[config.mk]
export PLATFORM = sky130hd
export DESIGN_NAME = simple_router_fifo
export DESIGN_NICKNAME = d
export VERILOG_FILES = /design/src/rtl/simple_router_fifo.sv
export SDC_FILE = /design/constraint.sdc
export NUM_CORES = 1
export LEC_CHECK = 0
export ABC_AREA = 1
export CORE_MARGIN = 1.5
export CORE_UTILIZATION = 42
export DETAILED_ROUTE_END_ITERATION = 12
export GPL_TIMING_DRIVEN = 0
export PLACE_DENSITY = 0.61
export SLEW_MARGIN = 25
export SYNTH_ARGS = -nofsm -noshare
export SYNTH_HDL_FRONTEND = slang
export SYNTH_SLANG_ARGS = --single-unit
[constraint.sdc]
create_clock -name clk -period 8.08 [get_ports clk]
set_input_delay 1.616 -clock clk [delete_from_list [all_inputs] [get_ports clk]]
set_output_delay 1.616 -clock clk [all_outputs]
set_load 0.02 [all_outputs]
[src/rtl/simple_router_fifo.sv]
// simple_router_fifo: 1-to-N word router with a DEPTH-entry FIFO per output port.
// Words whose addr names no port are discarded and counted in a saturating counter.
module simple_router_fifo #(
   parameter int unsigned DATA_WIDTH = 32,
   parameter int unsigned NUM_PORTS  = 4,
   parameter int unsigned DEPTH      = 4,
   parameter int unsigned ADDR_WIDTH = $clog2(NUM_PORTS)
) (
   input  logic                            clk,
   input  logic                            reset,
   input  logic [DATA_WIDTH-1:0]           din,
   input  logic                            din_valid,
   output logic                            din_ready,
   input  logic [ADDR_WIDTH-1:0]           addr,
   output logic [NUM_PORTS*DATA_WIDTH-1:0] dout,
   output logic [NUM_PORTS-1:0]            dout_valid,
   input  logic [NUM_PORTS-1:0]            dout_ready,
   output logic [15:0]                     drop_count
);

   localparam int unsigned PTR_WIDTH = $clog2(DEPTH);
   localparam int unsigned CNT_WIDTH = PTR_WIDTH + 1;
   localparam logic [CNT_WIDTH-1:0] FULL_CNT = CNT_WIDTH'(DEPTH);

   logic [DATA_WIDTH-1:0] mem_q    [NUM_PORTS][DEPTH];
   logic [PTR_WIDTH-1:0]  wr_ptr_q [NUM_PORTS];
   logic [PTR_WIDTH-1:0]  rd_ptr_q [NUM_PORTS];
   logic [CNT_WIDTH-1:0]  count_q  [NUM_PORTS];
   logic [15:0]           drop_q;

   logic [NUM_PORTS-1:0]  hit;
   logic [NUM_PORTS-1:0]  full;
   logic [NUM_PORTS-1:0]  push;
   logic [NUM_PORTS-1:0]  pop;
   logic                  drop;

   // Ready depends only on the fullness of the addressed FIFO, never on same-cycle pops.
   always_comb begin
      din_ready = 1'b1;
      for (int p = 0; p < NUM_PORTS; p++) begin
         hit[p]  = (addr == ADDR_WIDTH'(p));
         full[p] = (count_q[p] == FULL_CNT);
         push[p] = din_valid & hit[p] & ~full[p];
         pop[p]  = (count_q[p] != '0) & dout_ready[p];
         if (hit[p] && full[p]) begin
            din_ready = 1'b0;
         end
      end
      drop = din_valid & ~(|hit);
   end

   always_comb begin
      dout       = '0;
      dout_valid = '0;
      for (int p = 0; p < NUM_PORTS; p++) begin
         dout_valid[p] = (count_q[p] != '0);
         if (dout_valid[p]) begin
            dout[p*DATA_WIDTH +: DATA_WIDTH] = mem_q[p][rd_ptr_q[p]];
         end
      end
   end

   always_ff @(posedge clk or posedge reset) begin
      if (reset) begin
         for (int p = 0; p < NUM_PORTS; p++) begin
            wr_ptr_q[p] <= '0;
            rd_ptr_q[p] <= '0;
            count_q[p]  <= '0;
         end
         drop_q <= '0;
      end else begin
         for (int p = 0; p < NUM_PORTS; p++) begin
            if (push[p]) begin
               wr_ptr_q[p] <= wr_ptr_q[p] + 1'b1;
            end
            if (pop[p]) begin
               rd_ptr_q[p] <= rd_ptr_q[p] + 1'b1;
            end
            if (push[p] && !pop[p]) begin
               count_q[p] <= count_q[p] + 1'b1;
            end else if (pop[p] && !push[p]) begin
               count_q[p] <= count_q[p] - 1'b1;
            end
         end
         if (drop && (drop_q != 16'hFFFF)) begin
            drop_q <= drop_q + 16'd1;
         end
      end
   end

   // Storage needs no reset: dout is gated by count, which is reset.
   always_ff @(posedge clk) begin
      for (int p = 0; p < NUM_PORTS; p++) begin
         if (push[p]) begin
            mem_q[p][wr_ptr_q[p]] <= din;
         end
      end
   end

   assign drop_count = drop_q;

endmodule

### Word level (Yosys, flattened, before mapping)

Memories as Yosys holds them, arrays and structs flattened.
Index checks and enable logic that the tools add are counted.

| storage, ports and cells | value |
|---|---|
| bits of input ports | 41 |
| output and inout port bits | 149 |
| register bits | 44 |
| memories kept | 1 |
| word-level logic and storage cells | 168 |
| memory bits (writable) | 512 |

| cells by class | value |
|---|---|
| add/sub/neg operators | 17 |
| order comparisons | 12 |
| bitwise gates (word level) | 26 |
| eq/ne operators | 8 |
| mux-type cells | 53 |
| reductions and logical operators | 38 |

Memory list:

| name | depth | bits a word | read ports | clocked after Yosys merged registers in | write ports | RTL line | text |
|---|---|---|---|---|---|---|---|
| mem_q | 4 | 128 | 4 | 0 | 1 | 25 | `logic [DATA_WIDTH-1:0] mem_q [NUM_PORTS][DEPTH];` |

Operators by type and width:

| cell | number |
|---|---|
| $mux W128 | 10 |
| $mux W32 | 16 |
| $reduce_or A128 Y1 | 3 |
| $bmux W32 S2 | 4 |
| $demux W32 S2 | 4 |
| $ge A3 B3 Y1 const B | 8 |
| $mux W3 | 8 |
| $not A2 Y3 | 8 |
| $logic_and A1 B1 Y1 | 17 |
| $add A16 B1 Y16 const B | 1 |
| $add A2 B1 Y2 const B | 8 |
| $ne A16 B16 Y1 const B | 1 |
| $and A1 B1 Y1 | 13 |
| $add A3 B1 Y3 const B | 4 |
| $eq A3 B3 Y1 const B | 4 |
| $lt A3 B1 Y1 const B | 4 |
| $reduce_bool A3 Y1 | 4 |
| $sub A3 B1 Y3 const B | 4 |
| $logic_not A1 Y1 | 8 |
| $mux W1 | 8 |
| $reduce_bool A2 Y1 | 4 |
| $mux W2 | 3 |
| $not A1 Y1 | 5 |
| $eq A2 B2 Y1 const B | 2 |
| 3 further kinds | 3 |

### Longest topological paths before layout

Gate-level depths: netlist of run 1.

| logic depth | value |
|---|---|
| word-level depth | 10 |
| mapped depth | 12 |
| mapped depth without buffers | 12 |

### Least setup slack after synthesis of run 1

Ideal clock, no wire load.

| timing | value |
|---|---|
| kind | in2reg |
| start point | in addr[0] |
| end point | mem mem_q[1][0] in the netlist's numbering, enable pin |
| stages | 4 |
| library setup time | 421 ps |
| path buffers | 0 |
| data required time | 7659 ps |
| slack | 4248 ps |
| data arrival time | 3411 ps |
| cell sequence | inv_1 -> nor2_1 -> nand3_1 -> nor2_1 |

| on the way | value |
|---|---|
| longest elaborated chain between the ends | 9 |
| elaborated cells on any way between the ends | 29 |
| classes of those cells | eq/ne: 3; mux: 14; bitwise: 8; reduce/logical: 4 |

RTL lines:

| item | RTL line | text |
|---|---|---|
| start: declaration | 14 | `input logic [ADDR_WIDTH-1:0] addr,` |
| $eq A2 B1 Y1 | 41 | `hit[p] = (addr == ADDR_WIDTH'(p));` |
| $and A1 B1 Y1 (2 in a row) | 43 | `push[p] = din_valid & hit[p] & ~full[p];` |
| $mux W1 | 94 | `if (push[p]) begin` |
| $mux W128 (implied by the code) | 95 | `mem_q[p][wr_ptr_q[p]] <= din;` |
| $reduce_or A128 Y1 (no source line) | n/a |  |
| $mux W2 (no source line) or $mux W128 (tied branches) (3 in a row) | n/a |  |
| end: declaration | 25 |  |

Several ways; a longest one is shown, not always the timed one.

### Worst setup path after layout of run 1

| timing | value |
|---|---|
| start point | in addr[1] |
| end point | out din_ready |

| on the way | value |
|---|---|
| longest elaborated chain between the ends | 6 |
| elaborated cells on any way between the ends | 12 |
| classes of those cells | eq/ne: 3; mux: 4; reduce/logical: 5 |

RTL lines:

| item | RTL line | text |
|---|---|---|
| $logic_not A2 Y1 | 41 |  |
| $logic_and A1 B1 Y1 | 45 | `if (hit[p] && full[p]) begin` |
| $mux W1 (3 in a row) | 45 |  |
| $mux W1 (*) | 45 |  |
| end: declaration | 13 | `output logic din_ready,` |

Mark *: on every way between the ends. The rest lies on a longest branch, timed or not.

==> flow_summary.ini, run 1 <==
[outcome]
status = completed

[job]
maxCapViolations = 0

[finish]
synthToLayoutAreaGrowth_pct = 22.10
final_area_um2 = 29210
fin_cells = 3369
fillers = 4898
final_layout_size_suffix_gt1_share_pct = 7.619
nets = 2629
fin_util_pct = 51.80

[route]
drc = 0
first_pass_iters = 7
ant_nets = 0
drt_iter0_markers = 1301
vias_per_cell = 4.779
wirelength_um = 60910
routed-via-count = 16100
wl_per_cell_um = 18.08

[synthesis]
synth.largest_area_cell = edfxtp_1
synth_top_area_share_pct = 64.27
synth-warning-count = 0
synth_nets = 2361
synth-seq-area-share_pct = 68.87
syn-cell-area_um2 = 23920
syn_area_per_cell_um2 = 10.42
synth_seq_cells = 556
async_reset_ff_share_pct = 7.914
yosysUniqueCellTypes = 18
ys_top_cells_by_count = nand2_1 (583), inv_1 (568), edfxtp_1 (512)
netlist_instances = 2296
yosysMostFrequentCell = nand2_1
synth_edf_count = 512
synth_ff_type = edfxtp_1
yosys-top-cells-area = edfxtp_1 (64%), nand2_1 (9.1%), inv_1 (8.9%)

[clock_tree]
clock_path_buffers = 3
postCtsSetupBuffers = 0
insertion_delay_ns = 0.60
ctsHoldBuffers = 0
numCtsBuffers = 58
root_buffer = clkbuf_16
clk_pin_slew_ns = 0.05
ctsResizeCount = 0
cts_tree = done
htreeDepth = 2
cts_sinks = 556

[global_routing]
grt_pass1_vias = 15940
grt_usage_pct = 20.86
grt_max_degree = 24
grt_first_pass_wirelength_um = 92640
antenna_found_initial = 1
grt_overflow = 0

[sta]
fin_crit_ns = 4.853
timing.hold.ws_ns = 0.4548
slew_viol_final = 0
timing.final.crit_share_pct = 60.06
setup_viol = 0
setup_tns_ns = 0
max_freq_mhz = 206.1
finalHoldViolations = 0
worstMarginPinSlew_ns = 1.008
rsz0062_at_grt = false
skew_ns = 0.01498
slew_headroom_pct = 32.58

[worst_setup_path]
critPathArrivalTime_ns = 3.24
end_kind = output port
start_kind = primary input
path_class = primary input to output port
path_max_fanout = 4
critical_path_required_ns = 6.46

[placed_design]
io_buffers = 189
hpwl_um = 40970
post-place-cells = 3260
dpl-instance-area_um2 = 27310
gp_congestion = 0.8117

[floorplanning]
die_w_um = 241.7
die_h_um = 241.7
die_area_um2 = 58400
num_io_pins = 190
core_um2 = 56390
rows = 87
initial_core_util_pct = 42.43

[power_and_ir_drop]
power_leakage_nw = 12.71
powerDensity_nw_per_um2 = 363.9
max-vdd-ir-drop_uv = 180.1

[min_path]
hp-class = flop to flop
==> routing by layer <==
metal | GRT usage [%] | vias up | wire length, um
met5 | 0 | - | 0
met4 | 6.085 | 0 | 1466
met3 | 2.730 | 85 | 3710
met2 | 34.65 | 490 | 29000
met1 | 28.73 | 7731 | 26730
li1 | - | 7796 | -
==> worst max-delay path: stages <==
cell and delay [ns]:
clkdlybuf4s50_1 0.47, nor2_1 0.31, nand3_1 0.16, nand2_1 0.09
nor2_1 0.05, clkdlybuf4s50_1 0.54
==> final cells by class <==
cell class | instances | area (um2) | share of cell area [%]
clock buffers | 75 | 1546 | 5.294
diodes | 1 | 2.502 | 0.008567
inverters | 572 | 2147 | 7.350
clock inverters | 33 | 347.8 | 1.191
well taps | 756 | 945.9 | 3.238
multi-input cells | 1055 | 4896 | 16.76
plain buffers | 113 | 524.3 | 1.795
repair buffers | 208 | 2325 | 7.959
flip-flops and latches | 556 | 16480 | 56.40
==> metrics by stage <==
step                      total power [W]  setup WS (ns)
after floorplan                  0.005968          4.248
after global placement           0.007922          2.215
after detailed placement         0.008042          3.236
after global routing              0.01116          3.105
final                             0.01063          3.227
after CTS                         0.01071          3.213
==> sequential cells by signal, indices dropped and copies added, names as in the netlist <==
signal,flops
mem_q,512
rd_ptr_q,8
drop_count,16
wr_ptr_q,8
count_q,12
==> power breakdown <==
group | switching [W] | internal, W | leakage, nW
registers | 0.0000990 | 0.00336 | 5.19
clock network | 0.00109 | 0.00157 | 0.930
logic | 0.00286 | 0.00165 | 6.59
==> cells by family (layout without fill, tap and decap cells) <==
group                      Yosys count  in the layout  synth area share (%)
xor gates and xnor gates             8              8                0.2929
AOI/OAI and AO/OA                  132            132                 2.761
other                                0              1                     0
DFF                                556            556                 68.87
adders and majority gates           24             24                 1.381
and+or+nand+nor                    891            891                 15.53
buffers and inverters              685           1001                 11.17
==> path summary, 6_finish.rpt <==
| check | cells after the start | slack, ns | startpoint | to |
|---|---|---|---|---|
| max reg2reg | 9 | 5.76 | count_q[6] | count_q[7] |
| min reg2reg | 1 | 0.45 | drop_count[12] | drop_count[12] |
| max in group asynchronous | 3 | 6.19 | reset | rd_ptr_q[2] |
| max | 6 | 3.23 | addr[1] | din_ready |
| min in group asynchronous | 2 | 1.35 | reset | drop_count[13] |
| min | 1 | 0.45 | drop_count[12] | drop_count[12] |
==> cell usage in the layout (no fill, tap or decap), types with 2 or more instances in the layout <==
cell / Yosys / routed
a21oi_1: 128 / 128
buf_1: 3 / 3
buf_12: 0 / 7
buf_16: 0 / 9
buf_2: 71 / 71
buf_8: 0 / 3
bufinv_16: 0 / 7
clkbuf_1: 37 / 52
clkbuf_16: 0 / 59
clkdlybuf4s50_1: 0 / 189
clkinv_1: 0 / 7
clkinv_2: 0 / 14
clkinvlp_4: 0 / 2
dfrtp_1: 44 / 44
edfxtp_1: 512 / 512
fa_1: 4 / 4
ha_1: 20 / 20
inv_1: 568 / 567
inv_2: 4 / 5
inv_6: 0 / 2
nand2_1: 583 / 583
nand3_1: 272 / 272
nand4_1: 12 / 12
nor2_1: 24 / 8
nor2_4: 0 / 16
o21ai_0: 4 / 4
xnor2_1: 8 / 8
Note: power is estimated with default switching activity, not from simulation.
==> run 2: changes to the inputs <==
--- a/config.mk
+++ b/config.mk
@@ -10,7 +10,7 @@
 export CORE_UTILIZATION = 42
 export DETAILED_ROUTE_END_ITERATION = 12
 export GPL_TIMING_DRIVEN = 0
-export PLACE_DENSITY = 0.61
+export PLACE_DENSITY = 0.63
 export SLEW_MARGIN = 25
 export SYNTH_ARGS = -nofsm -noshare
 export SYNTH_HDL_FRONTEND = slang
==> constraint.sdc (replaced) <==
create_clock -name clk -period 4.2 [get_ports clk]
set_input_delay 0.84 -clock clk [delete_from_list [all_inputs] [get_ports clk]]
set_output_delay 0.84 -clock clk [all_outputs]
set_load 0.02 [all_outputs]
==> flow_summary.ini, run 2 (same netlist as run 1, synthesis figures left out) <==
[outcome]
status = completed

[sta]
skew_ns = 0.01314
slew_headroom_pct = 28.04
timing.final.crit_share_pct = 89.76
setup_viol = 0
rsz0062_at_grt = false
slew_viol_final = 0
setup_tns_ns = 0
finalHoldViolations = 0
fin_crit_ns = 3.770
max_freq_mhz = 265.2
worstMarginPinSlew_ns = 1.076

[clock_tree]
ctsResizeCount = 0
insertion_delay_ns = 0.61
postCtsSetupBuffers = 0
clk_pin_slew_ns = 0.06
cts_tree = done
numCtsBuffers = 57
clock_path_buffers = 3
root_buffer = clkbuf_16
ctsHoldBuffers = 0
htreeDepth = 2
cts_sinks = 556

[floorplanning]
initial_core_util_pct = 42.43
die_w_um = 241.7
core_um2 = 56390
num_io_pins = 190
die_h_um = 241.7
die_area_um2 = 58400
rows = 87

[min_path]
hp-class = flop to flop
min_delay_worst_endpoint = drop_count[1]
holdPathStages = 1
min-delay-start = drop_count[1]

[finish]
nets = 2626
largest_reg_flops = 512
layout_common_cells = nand2_1 (583), inv_1 (567), edfxtp_1 (512), nand3_1 (272), clkdlybuf4s50_1 (189)
final_common_cell = nand2_1
fin_util_pct = 51.75
synthToLayoutAreaGrowth_pct = 21.97
final_layout_size_suffix_gt1_share_pct = 7.554
fillers = 4914

[route]
drc = 0
wirelength_um = 61650
wl_per_cell_um = 18.32
vias_per_cell = 4.853
routed-via-count = 16330
drt_iter0_markers = 1356
ant_nets = 0
first_pass_iters = 5

[global_routing]
antenna_found_initial = 0
grt_pass1_vias = 16130
grt_first_pass_wirelength_um = 93260
grt_overflow = 0
grt_max_degree = 45
grt_usage_pct = 20.93

[worst_setup_path]
r2r-start = count_q[3]
end_kind = output port
path_class = flop to output port
start_kind = flop
crit_slowest_cell = clkdlybuf4s50_1
crit_chain = inv_2 > buf_2 > buf_2 > nand2_1 > nand3_1 > a21oi_1 > clkdlybuf4s50_1
critPathArrivalTime_ns = 2.93
max_stage_delay_ns = 0.69
path_max_fanout = 10
reg2reg_to = count_q[4]
crit_top_cell = buf_2
reg2reg_slack_ns = 1.89
critical_path_required_ns = 3.36
worstRegToRegCells = 9
critPathLaunch = rd_ptr_q[2]

[power_and_ir_drop]
pwr-share-comb_pct = 42.6
pwr-share-clk_pct = 24.9
power_leakage_nw = 12.69
powerDensity_nw_per_um2 = 701.4
p_switching_w = 0.007833
seq_power_share_pct = 32.5
max-vdd-ir-drop_uv = 342.7
swShare_pct = 38.27
internal_power_w = 0.01263
fin_total_pwr_w = 0.02047

[placed_design]
io_buffers = 189
hpwl_um = 40900
gp_congestion = 0.7907

[job]
maxCapViolations = 0
## run 2: changes by cell type in the layout (fill, tap and decap cells not counted), sizes merged
cell	change
clkinvlp	-2
bufinv	-2
inv	-1
buf	-2
clkinv	-1
clkbuf	+4
## run 2: final cells by class
cell class              instances  area, um2  share of cell area [%]
flip-flops and latches        556      16480                   56.47
clock buffers                  79       1622                   5.557
multi-input cells            1055       4896                   16.78
inverters                     572       2150                   7.367
diodes                          1      2.502                0.008576
clock inverters                27      262.8                  0.9005
repair buffers                206       2300                   7.882
plain buffers                 113      524.3                   1.797
well taps                     756      945.9                   3.242
## run 2: critical path, delay by kind of cell, from the launching register on
kind / cells / cell delay, ns
and+or+nand+nor: 2 / 0.23
AOI/OAI and AO/OA: 1 / 0.36
DFF: 1 / 0.51
buffers and inverters: 4 / 1.21
## run 2: worst max-delay path by stage
stage,end
after floorplan,mem_q[1][0]
final,dout[65]
after detailed placement,mem_q[0][73]
after global routing,dout[38]
after CTS,dout[35]
after global placement,mem_q[2][49]
## run 2: routing by layer
layer,part of all wire (%),track usage (%),up-vias
met5,0,0,-
met4,2.8,6.746,0
met3,6.7,3.296,99
met2,47,34.58,561
met1,43,28.36,7897
li1,-,-,7772
## run 2: through the flow
step / worst slack, ns / cells / instance area [um2] / hold slack, ns
finish: 0.4300 / 3365 / 29180 / 0.4509
CTS: 0.4423 / 3364 / 29180 / 0.4608
detailed placement: 0.8724 / 3258 / 27290 / 0.4467
global route: 0.3044 / 3364 / 29180 / 0.4690
global placement: -0.8513 / 3241 / 26760 / 0.4415
floorplan: 1.144 / 2296 / 23920 / 0.4834
## run 2: power by group through the flow
stage | registers [W] | logic, W | clock network [W]
2_1_floorplan | 0.00674 | 0.00475 | 0
3_3_place_gp | 0.00678 | 0.00844 | 0
3_5_place_dp | 0.00677 | 0.00871 | 0
4_1_cts | 0.00666 | 0.00875 | 0.00518
5_1_grt | 0.00670 | 0.00935 | 0.00538
6_report | 0.00666 | 0.00871 | 0.00510
